`src/rtl/pipe_mode_pkg.sv`:
```
// ============================================================================
// Module      : pipe_mode_pkg
// Description : Display-mode type, mode sequencing and test-pattern bar colours
//               for pipe_mode_ctrl. PIPE_TESTPAT_EN adds the TESTPAT mode.
// Revision    : 1.0 - initial release
// ============================================================================
`default_nettype none

package pipe_mode_pkg;

`ifdef PIPE_TESTPAT_EN
    typedef enum logic [1:0] {
        MODE_RAW     = 2'd0,
        MODE_GREY    = 2'd1,
        MODE_EDGE    = 2'd2,
        MODE_TESTPAT = 2'd3
    } mode_e;

    localparam int c_MODE_COUNT = 4;
`else
    typedef enum logic [1:0] {
        MODE_RAW  = 2'd0,
        MODE_GREY = 2'd1,
        MODE_EDGE = 2'd2
    } mode_e;

    localparam int c_MODE_COUNT = 3;
`endif

    localparam logic [11:0] c_BAR_COLOUR_0 = 12'hFFF;
    localparam logic [11:0] c_BAR_COLOUR_1 = 12'hFF0;
    localparam logic [11:0] c_BAR_COLOUR_2 = 12'h0FF;
    localparam logic [11:0] c_BAR_COLOUR_3 = 12'h0F0;
    localparam logic [11:0] c_BAR_COLOUR_4 = 12'hF0F;
    localparam logic [11:0] c_BAR_COLOUR_5 = 12'hF00;
    localparam logic [11:0] c_BAR_COLOUR_6 = 12'h00F;
    localparam logic [11:0] c_BAR_COLOUR_7 = 12'h000;

    function automatic mode_e next_mode(input mode_e m);
        mode_e n;
        case (m)
            MODE_RAW:     n = MODE_GREY;
            MODE_GREY:    n = MODE_EDGE;
`ifdef PIPE_TESTPAT_EN
            MODE_EDGE:    n = MODE_TESTPAT;
            MODE_TESTPAT: n = MODE_RAW;
`else
            MODE_EDGE:    n = MODE_RAW;
`endif
            default:      n = MODE_RAW;
        endcase
        return n;
    endfunction

    function automatic logic [11:0] bar_colour(input logic [2:0] idx);
        logic [11:0] c;
        case (idx)
            3'd0:    c = c_BAR_COLOUR_0;
            3'd1:    c = c_BAR_COLOUR_1;
            3'd2:    c = c_BAR_COLOUR_2;
            3'd3:    c = c_BAR_COLOUR_3;
            3'd4:    c = c_BAR_COLOUR_4;
            3'd5:    c = c_BAR_COLOUR_5;
            3'd6:    c = c_BAR_COLOUR_6;
            default: c = c_BAR_COLOUR_7;
        endcase
        return c;
    endfunction

endpackage

`default_nettype wire

```
`src/rtl/btn_debounce.sv`:
```
// ============================================================================
// Module      : btn_debounce
// Description : 2-flop synchroniser plus press/release debounce FSM; emits a
//               one-cycle pulse when a press has been stable long enough.
// Revision    : 1.0 - initial release
// ============================================================================
`default_nettype none

module btn_debounce #(
    parameter int DEBOUNCE_CYCLES = 250000
) (
    input  logic clk,
    input  logic rst,
    input  logic i_btn_n,
    output logic o_press
);

    localparam int                 c_CNT_W   = $clog2(DEBOUNCE_CYCLES + 1);
    localparam logic [c_CNT_W-1:0] c_CNT_MAX = c_CNT_W'(DEBOUNCE_CYCLES - 1);

    localparam logic [1:0] c_BTN_IDLE         = 2'd0;
    localparam logic [1:0] c_BTN_PRESS_WAIT   = 2'd1;
    localparam logic [1:0] c_BTN_HELD         = 2'd2;
    localparam logic [1:0] c_BTN_RELEASE_WAIT = 2'd3;

    logic [1:0]         r_sync;
    logic [1:0]         r_state;
    logic [c_CNT_W-1:0] r_cnt;
    logic               r_press;
    logic               w_btn_n;

    assign w_btn_n = r_sync[1];
    assign o_press = r_press;

    always_ff @(posedge clk) begin
        if (rst) begin
            r_sync  <= 2'b11;
            r_state <= c_BTN_IDLE;
            r_cnt   <= '0;
            r_press <= 1'b0;
        end else begin
            r_sync  <= {r_sync[0], i_btn_n};
            r_press <= 1'b0;
            case (r_state)
                c_BTN_IDLE: begin
                    r_cnt <= '0;
                    if (!w_btn_n) r_state <= c_BTN_PRESS_WAIT;
                end
                c_BTN_PRESS_WAIT: begin
                    if (w_btn_n) begin
                        r_state <= c_BTN_IDLE;
                        r_cnt   <= '0;
                    end else if (r_cnt == c_CNT_MAX) begin
                        r_state <= c_BTN_HELD;
                        r_cnt   <= '0;
                        r_press <= 1'b1;
                    end else begin
                        r_cnt <= r_cnt + 1'b1;
                    end
                end
                c_BTN_HELD: begin
                    r_cnt <= '0;
                    if (w_btn_n) r_state <= c_BTN_RELEASE_WAIT;
                end
                c_BTN_RELEASE_WAIT: begin
                    // A low glitch during release means the button is still held.
                    if (!w_btn_n) begin
                        r_state <= c_BTN_HELD;
                        r_cnt   <= '0;
                    end else if (r_cnt == c_CNT_MAX) begin
                        r_state <= c_BTN_IDLE;
                        r_cnt   <= '0;
                    end else begin
                        r_cnt <= r_cnt + 1'b1;
                    end
                end
                default: begin
                    r_state <= c_BTN_IDLE;
                    r_cnt   <= '0;
                end
            endcase
        end
    end

endmodule

`default_nettype wire

```
`src/rtl/pipe_mode_ctrl.sv`:
```
// ============================================================================
// Module      : pipe_mode_ctrl
// Description : Button-driven display-mode selector; switches modes only on
//               frame boundaries. Define PIPE_TESTPAT_EN for the colour-bar mode.
// Revision    : 1.0 - initial release
// ============================================================================
`default_nettype none

module pipe_mode_ctrl
    import pipe_mode_pkg::*;
#(
    parameter int DEBOUNCE_CYCLES = 250000,
    parameter int IMG_W           = 640
) (
    input  logic        clk,
    input  logic        rst,
    input  logic        btn_n,
    input  logic        frame_start,
    input  logic [11:0] raw_pixel,
    input  logic [11:0] grey_pixel,
    input  logic [11:0] edge_pixel,
    input  logic        raw_ready,
    input  logic        grey_ready,
    input  logic        edge_ready,
    output logic [11:0] pixel_out,
    output logic        out_ready,
    output logic [1:0]  mode,
    output logic        mode_changed
);

    logic        w_press;
    logic        w_advance;
    mode_e       w_next_mode;
    mode_e       w_sel_mode;
    logic [11:0] w_sel_pixel;
    logic        w_sel_ready;

    mode_e       r_mode;
    logic        r_pending;
    logic        r_mode_changed;
    logic [11:0] r_pixel;
    logic        r_ready;

    btn_debounce #(
        .DEBOUNCE_CYCLES (DEBOUNCE_CYCLES)
    ) u_btn_debounce (
        .clk     (clk),
        .rst     (rst),
        .i_btn_n (btn_n),
        .o_press (w_press)
    );

    assign w_advance   = frame_start & r_pending;
    assign w_next_mode = next_mode(r_mode);
    // The frame_start pixel already belongs to the new frame, so use the new mode.
    assign w_sel_mode  = w_advance ? w_next_mode : r_mode;

`ifdef PIPE_TESTPAT_EN
    localparam int                 c_COL_W   = $clog2(IMG_W);
    localparam logic [c_COL_W-1:0] c_COL_MAX = c_COL_W'(IMG_W - 1);
    localparam logic [c_COL_W-1:0] c_BAR_W   = c_COL_W'(IMG_W / 8);

    logic [c_COL_W-1:0] r_col;
    logic [c_COL_W-1:0] w_col;
    logic [c_COL_W-1:0] w_bar_full;
    logic [2:0]         w_bar;

    assign w_col      = frame_start ? '0 : r_col;
    assign w_bar_full = w_col / c_BAR_W;
    assign w_bar      = w_bar_full[2:0];

    always_ff @(posedge clk) begin
        if (rst) begin
            r_col <= '0;
        end else if (raw_ready) begin
            r_col <= (w_col == c_COL_MAX) ? '0 : w_col + 1'b1;
        end else if (frame_start) begin
            r_col <= '0;
        end
    end
`endif

    always_comb begin
        w_sel_pixel = raw_pixel;
        w_sel_ready = raw_ready;
        case (w_sel_mode)
            MODE_GREY: begin
                w_sel_pixel = grey_pixel;
                w_sel_ready = grey_ready;
            end
            MODE_EDGE: begin
                w_sel_pixel = edge_pixel;
                w_sel_ready = edge_ready;
            end
`ifdef PIPE_TESTPAT_EN
            MODE_TESTPAT: begin
                w_sel_pixel = bar_colour(w_bar);
                w_sel_ready = raw_ready;
            end
`endif
            default: begin
                w_sel_pixel = raw_pixel;
                w_sel_ready = raw_ready;
            end
        endcase
    end

    always_ff @(posedge clk) begin
        if (rst) begin
            r_mode         <= MODE_RAW;
            r_pending      <= 1'b0;
            r_mode_changed <= 1'b0;
            r_pixel        <= 12'h000;
            r_ready        <= 1'b0;
        end else begin
            r_mode_changed <= w_advance;
            if (w_advance) r_mode <= w_next_mode;
            // A press landing on the applying frame_start is absorbed; one landing
            // on a frame_start with nothing pending waits for the next frame.
            r_pending      <= w_advance ? 1'b0 : (r_pending | w_press);
            r_pixel        <= w_sel_pixel;
            r_ready        <= w_sel_ready;
        end
    end

    assign pixel_out    = r_pixel;
    assign out_ready    = r_ready;
    assign mode         = r_mode;
    assign mode_changed = r_mode_changed;

endmodule

`default_nettype wire

```
`config.mk`:
```
export PLATFORM = sky130hd
export DESIGN_NAME = pipe_mode_ctrl
export DESIGN_NICKNAME = d
export VERILOG_FILES = /design/src/rtl/pipe_mode_pkg.sv /design/src/rtl/btn_debounce.sv /design/src/rtl/pipe_mode_ctrl.sv
export SDC_FILE = /design/constraint.sdc
export NUM_CORES = 1
export LEC_CHECK = 0
export CORE_MARGIN = 10
export CORE_UTILIZATION = 48
export CTS_CLUSTER_SIZE = 14
export DETAILED_ROUTE_END_ITERATION = 16
export HOLD_SLACK_MARGIN = 0.02
export PLACE_DENSITY_LB_ADDON = 0.12
export SYNTH_ARGS = -nofsm -noshare
export SYNTH_HDL_FRONTEND = slang
export SYNTH_SLANG_ARGS = --single-unit
export TNS_END_PERCENT = 10
```
`constraint.sdc`:
```
create_clock -name clk -period 3.43 [get_ports clk]
set_input_delay 0.686 -clock clk [delete_from_list [all_inputs] [get_ports clk]]
set_output_delay 0.686 -clock clk [all_outputs]
set_load 0.01 [all_outputs]
```
==> out/qor.yml, run 1 <==
run_status:
  status: "completed"
yosys:
  synth_compound_area_share_pct: 12.68
  synth_edf_count: 0
  ys_types: 34
  yosys_warnings: 0
  ys_ff_latch: 40
  ys.flop_type: "dfxtp_1"
  ys_seq_area_share_pct: 46.92
  ys_async_sr_fraction_pct: 0
  synth.area.mux_share_pct: 0.5865
  syn_nets: 244
  synthXorXnorAreaFrac_pct: 7.698
  synth.avg_cell_area_um2: 8.619
  synth_cells: 198
  synth_top_family_by_area: "simple AND/OR/NAND/NOR gates"
  synth_fa_ha_area_share_pct: 2.199
  synth_area_mm2: 0.001707
  synth-simple-area-share_pct: 26.17
clock_tree:
  hold_buffers: 0
  cts_tree: "built"
  root_buffer: "clkbuf_4"
  cts_max_level: 2
  clk_pin_slew_ns: 0.12
  cts_buffers: 5
  ctsResizeCount: 0
  cts_buffer_depth: 2
  post_cts_buffers: 0
  clk_latency_ns: 0.35
  clock-sinks: 40
final_layout:
  nFillCells: 285
  multi_input_comb_area_um2: 842.1
  regArea_um2: 800.8
  final_util_pct: 69.99
  mostFrequentLayoutCell: "clkdlybuf4s50_1"
  mostFrequentLayoutCells: "clkdlybuf4s50_1 (58), nor2_1 (49), dfxtp_1 (40)"
  final_layout_size_suffix_gt1_share_pct: 6.250
  diodes: 0
  layout.nets: 301
  syn2layout_area_growth_pct: 39.00
flow_run:
  cap_violations: 0
die:
  rows: 21
  core_mm2: 0.003390
  io_pins: 59
  die_w_um: 79.63
  initial_utilization_pct: 50.35
  die_h_um: 79.63
  dieArea_mm2: 0.006340
worst_setup_path:
  crit_type: "primary input to flop"
  arrival_ns: 2.63
  ff2ff_setup_slack_ns: 1.48
  timing.rr.end: "pixel_out[5]"
  end_kind: "flop"
  critPathRequiredTime_ns: 3.67
  startpoint_type: "primary input"
  r2r_cells: 8
  rr_startpoint: "r_pending"
  critical_path.max_fanout: 26
timing:
  drv_slew: 0
  setup_ws_ns: 1.034
  fin_tns_setup_ns: 0
  worstMarginPinSlew_ns: 0.6610
  period_needed_ns: 2.396
  timing.fmax_ghz: 0.4173
  finalHoldViolations: 0
  post-route-period-util_pct: 69.87
  rsz0062_at_grt: "false"
  setup_viol: 0
  fin_skew_ns: 0.01088
  relSlewSlack_pct: 55.93
pwr:
  vdd_ir_drop_max_uv: 238.9
  leakage_nw: 0.8123
  power_density_mw_per_mm2: 339.1
grt:
  grt_max_degree: 27
  grt_pass1_vias: 1473
  overflow: 0
  grt_pass1_wl_um: 6624
  grt.total_usage_pct: 13.12
  antenna_found_initial: 0
min_path:
  worstHoldPathType: "flop to flop"
  min_to: "u_btn_debounce.r_sync[1]"
  holdPathStages: 1
  holdCritStartpoint: "u_btn_debounce.r_sync[0]"
routing:
  dr.pass1.iters: 4
  wl_um: 4054
  avgViaCountPerCell: 4.997
  wl_per_cell_um: 13.42
  drc: 0
  drt_first_iter_violations: 72
  vias: 1509
  drtAntennaViolNets: 0
placement:
  port_buffers: 58
  place_congestion: 0.7724
  pre_cts_slack_ns: 0.6582
  dp_hpwl_um: 3204
==> cells in the mapped netlist, types with 2 or more instances <==
cell type	n	area, um2
nor2_1	49	183.9
dfxtp_1	40	800.8
a21oi_1	18	90.09
a22oi_1	13	97.59
xnor2_1	10	87.58
nand3_1	8	40.04
clkbuf_1	7	26.28
inv_1	6	22.52
nand2_1	5	18.77
nor3_1	5	25.02
xor2_1	5	43.79
ha_1	3	37.54
nand4_1	3	18.77
nor4_1	3	18.77
and3_1	2	12.51
o21ai_0	2	10.01
or2_2	2	12.51
==> metrics by stage <==
step	power [mW]	hold slack [ns]	cells	area, um2
2_1_floorplan	0.5046	0.3895	198	1707
3_3_place_gp	0.5719	0.3966	294	2311
3_5_place_dp	0.5727	0.4098	294	2311
4_1_cts	0.8160	0.4431	302	2372
5_1_grt	0.8429	0.4629	302	2372
6_report	0.8044	0.4339	302	2372
==> flip-flops by register name, indices dropped and copies added, names as in the netlist, named ones only <==
name and cells:
u_btn_debounce.r_cnt 18, pixel_out 12, out_ready 1, u_btn_debounce.o_press 1, u_btn_debounce.r_sync 2, mode 2, r_pending 1, mode_changed 1
u_btn_debounce.r_state 1
==> where the power goes <==
part           leakage [nW]  internal, mW  switching (mW)
Sequential            0.326         0.474         0.00322
Clock                0.0380        0.0976           0.145
Combinational         0.448        0.0617          0.0227
Total                 0.812         0.633           0.171
==> worst max-delay path by stage <==
stage	start	endpoint	slack [ns]	cells after the start
2_1_floorplan	frame_start	pixel_out[6]	1.22	10
3_3_place_gp	frame_start	pixel_out[3]	0.70	8
3_5_place_dp	frame_start	pixel_out[5]	0.66	8
4_1_cts	frame_start	pixel_out[5]	1.02	8
5_1_grt	frame_start	pixel_out[3]	0.79	9
6_report	frame_start	pixel_out[5]	1.03	8
==> layer usage <==
metal	share of wire, %	wire length [um]	GRT usage, %	vias up
li1	-	-	-	798
met1	43	1723	14.14	676
met2	50	2041	22.82	28
met3	5.6	225	4.505	7
met4	1.6	63	5.376	0
met5	0	0	0	-
==> layout make-up <==
class                   instances  area share (%)
multi-input cells             143           35.50
flip-flops and latches         40           33.76
repair buffers                 59           24.79
well taps                      46           2.426
clock buffers                   6           2.162
inverters                       6          0.9494
clock inverters                 2          0.4219
==> critical path, stage by stage <==
cell	delay (ns)
clkdlybuf4s50_1	0.48
nand2_1	0.11
a21oi_1	0.25
inv_1	0.07
ha_1	0.71
nor2_1	0.12
a21oi_1	0.15
nor2_1	0.05
==> cells by family after synthesis <==
kind of cell | after synthesis
AND/OR/NAND/NOR | 89
flip-flops | 40
AO/OA/AOI/OAI | 35
XOR/XNOR | 15
buffers and inverters | 15
adder cells (fa/ha/maj) | 3
multiplexers | 1
No activity file was read; power rests on OpenSTA's default activity.
==> run 2, diff against run 1 <==
--- a/config.mk
+++ b/config.mk
@@ -6,7 +6,7 @@
 export NUM_CORES = 1
 export LEC_CHECK = 0
 export CORE_MARGIN = 10
-export CORE_UTILIZATION = 48
+export CORE_UTILIZATION = 40
 export CTS_CLUSTER_SIZE = 14
 export DETAILED_ROUTE_END_ITERATION = 16
 export HOLD_SLACK_MARGIN = 0.02
==> constraint.sdc (replaced) <==
create_clock -name clk -period 2.2 [get_ports clk]
set_input_delay 0.44 -clock clk [delete_from_list [all_inputs] [get_ports clk]]
set_output_delay 0.44 -clock clk [all_outputs]
set_load 0.01 [all_outputs]
==> out/qor.yml, run 2 (same netlist as run 1, synthesis figures left out) <==
die:
  die_h_um: 85.32
  die_w_um: 85.32
  core_mm2: 0.004058
  initial_utilization_pct: 42.06
  io_pins: 59
  rows: 23
  dieArea_mm2: 0.007280
pwr:
  switching_power_mw: 0.2743
  power_frac_clock_pct: 37.0
  power_frac_comb_pct: 9.5
  power_density_mw_per_mm2: 570.8
  switching_share_pct: 19.76
  intPower_mw: 1.114
  vdd_ir_drop_max_uv: 368.5
  leakage_nw: 0.8353
  seq_power_share_pct: 53.5
timing:
  timing.fmax_ghz: 0.4982
  finalHoldViolations: 0
  relSlewSlack_pct: 71.95
  post-route-period-util_pct: 91.25
  rsz0062_at_grt: "false"
  fin_skew_ns: 0.005015
  setup_viol: 0
  drv_slew: 0
  worstMarginPinSlew_ns: 0.4207
  fin_tns_setup_ns: 0
  setup_ws_ns: 0.1926
  period_needed_ns: 2.007
clock_tree:
  hold_buffers: 0
  clk_pin_slew_ns: 0.07
  root_buffer: "clkbuf_8"
  clk_latency_ns: 0.29
  ctsResizeCount: 0
  cts_max_level: 2
  cts_tree: "built"
  cts_buffers: 5
  cts_buffer_depth: 2
  clock-sinks: 40
  post_cts_buffers: 0
grt:
  antenna_found_initial: 0
  grt.total_usage_pct: 10.78
  overflow: 0
  grt_pass1_vias: 1488
  grt_pass1_wl_um: 6492
  grt_max_degree: 27
final_layout:
  mostFrequentLayoutCell: "clkdlybuf4s50_1"
  nFillCells: 369
  mostFrequentLayoutCells: "clkdlybuf4s50_1 (58), nor2_1 (49), dfxtp_1 (40)"
  largest_register_ffs: 18
  diodes: 0
  final_util_pct: 59.94
  regMostFlops: "u_btn_debounce.r_cnt"
  syn2layout_area_growth_pct: 42.52
  final_layout_size_suffix_gt1_share_pct: 6.250
  final_cells: 306
  layout.nets: 302
worst_setup_path:
  critical_path.startpoint: "frame_start"
  rr_startpoint: "u_btn_debounce.r_cnt[0]"
  end_kind: "flop"
  arrival_ns: 2.19
  crit_type: "primary input to flop"
  critical_path.max_fanout: 13
  startpoint_type: "primary input"
  critPathRequiredTime_ns: 2.38
run_status:
  status: "completed"
placement:
  place_congestion: 0.7499
  place_inst: 299
  pre_cts_slack_ns: -0.1069
  dp_hpwl_um: 3144
  port_buffers: 58
routing:
  dr.pass1.iters: 3
  routed-wl-met3_um: 525
  maxUsedRoutingLayer: "met4"
  vias: 1500
  wl_um: 3966
  met2_length_um: 1690
  wl_per_cell_um: 12.96
  drt_first_iter_violations: 31
  met1Wirelength_um: 1695
  avgViaCountPerCell: 4.902
  drc: 0
  drtAntennaViolNets: 0
min_path:
  worstHoldPathType: "flop to flop"
  holdCritStartpoint: "u_btn_debounce.r_sync[0]"
flow_run:
  cap_violations: 0
==> run 2: cell types whose count changed in the layout (fill, tap and decap cells not counted) <==
| cell | previous run | this run |
|---|---|---|
| clkinv_2 | 2 | 0 |
| clkbuf_8 | 1 | 7 |
| buf_12 | 0 | 1 |
| clkbuf_4 | 5 | 0 |
==> run 2: metal layers <==
metal | global-route usage (%) | up-vias
met5 | 0 | -
met4 | 4.042 | 0
met2 | 16.49 | 44
li1 | - | 799
met1 | 10.60 | 652
met3 | 8.891 | 5
==> run 2: power by group through the flow <==
stage / clock [mW] / combinational (mW) / sequential, mW
3_5_place_dp: 0 / 0.134 / 0.760
6_report: 0.513 / 0.132 / 0.743
4_1_cts: 0.537 / 0.134 / 0.743
2_1_floorplan: 0 / 0.0201 / 0.767
5_1_grt: 0.562 / 0.141 / 0.744
3_3_place_gp: 0 / 0.134 / 0.760
==> run 2: cell type report <==
| cell class | instances | area [um2] | area share [%] |
|---|---|---|---|
| Timing Repair Buffer | 60 | 608.1 | 25.00 |
| Sequential cell | 40 | 800.8 | 32.92 |
| Multi-Input combinational cell | 143 | 842.1 | 34.62 |
| Tap cell | 50 | 62.56 | 2.572 |
| Clock buffer | 7 | 96.34 | 3.961 |
| Inverter | 6 | 22.52 | 0.9259 |
==> run 2: worst paths after layout <==
kind | slack (ns) | end | depth (start not counted)
hold reg to reg | 0.42 | u_btn_debounce.r_sync[1] | 1
hold / removal | 0.42 | u_btn_debounce.r_sync[1] | 1
setup / recovery | 0.19 | pixel_out[8] | 9
setup reg to reg | 0.23 | u_btn_debounce.r_cnt[16] | 5
==> run 2: critical path, stage by stage <==
cell	delay, ns
clkdlybuf4s50_1	0.47
nand2_1	0.12
a21oi_1	0.27
inv_1	0.07
ha_1	0.33
a22oi_1	0.22
nor2_1	0.06
a21oi_1	0.14
nor2_1	0.05
==> run 2: metrics by stage <==
| stage | area, um2 | power, mW | hold WS [ns] |
|---|---|---|---|
| final | 2432 | 1.388 | 0.4215 |
| after global routing | 2432 | 1.447 | 0.4254 |
| after CTS | 2432 | 1.414 | 0.4233 |
| after detailed placement | 2336 | 0.8937 | 0.3967 |
| after global placement | 2336 | 0.8940 | 0.3918 |
| after floorplan | 1707 | 0.7867 | 0.3895 |
==> run 3, diff against run 2 <==
--- a/config.mk
+++ b/config.mk
@@ -14,4 +14,3 @@
 export SYNTH_ARGS = -nofsm -noshare
 export SYNTH_HDL_FRONTEND = slang
 export SYNTH_SLANG_ARGS = --single-unit
-export TNS_END_PERCENT = 10
==> results of run 3 <==
No change in the layout: final DEF, timing and power equal those of run 2.
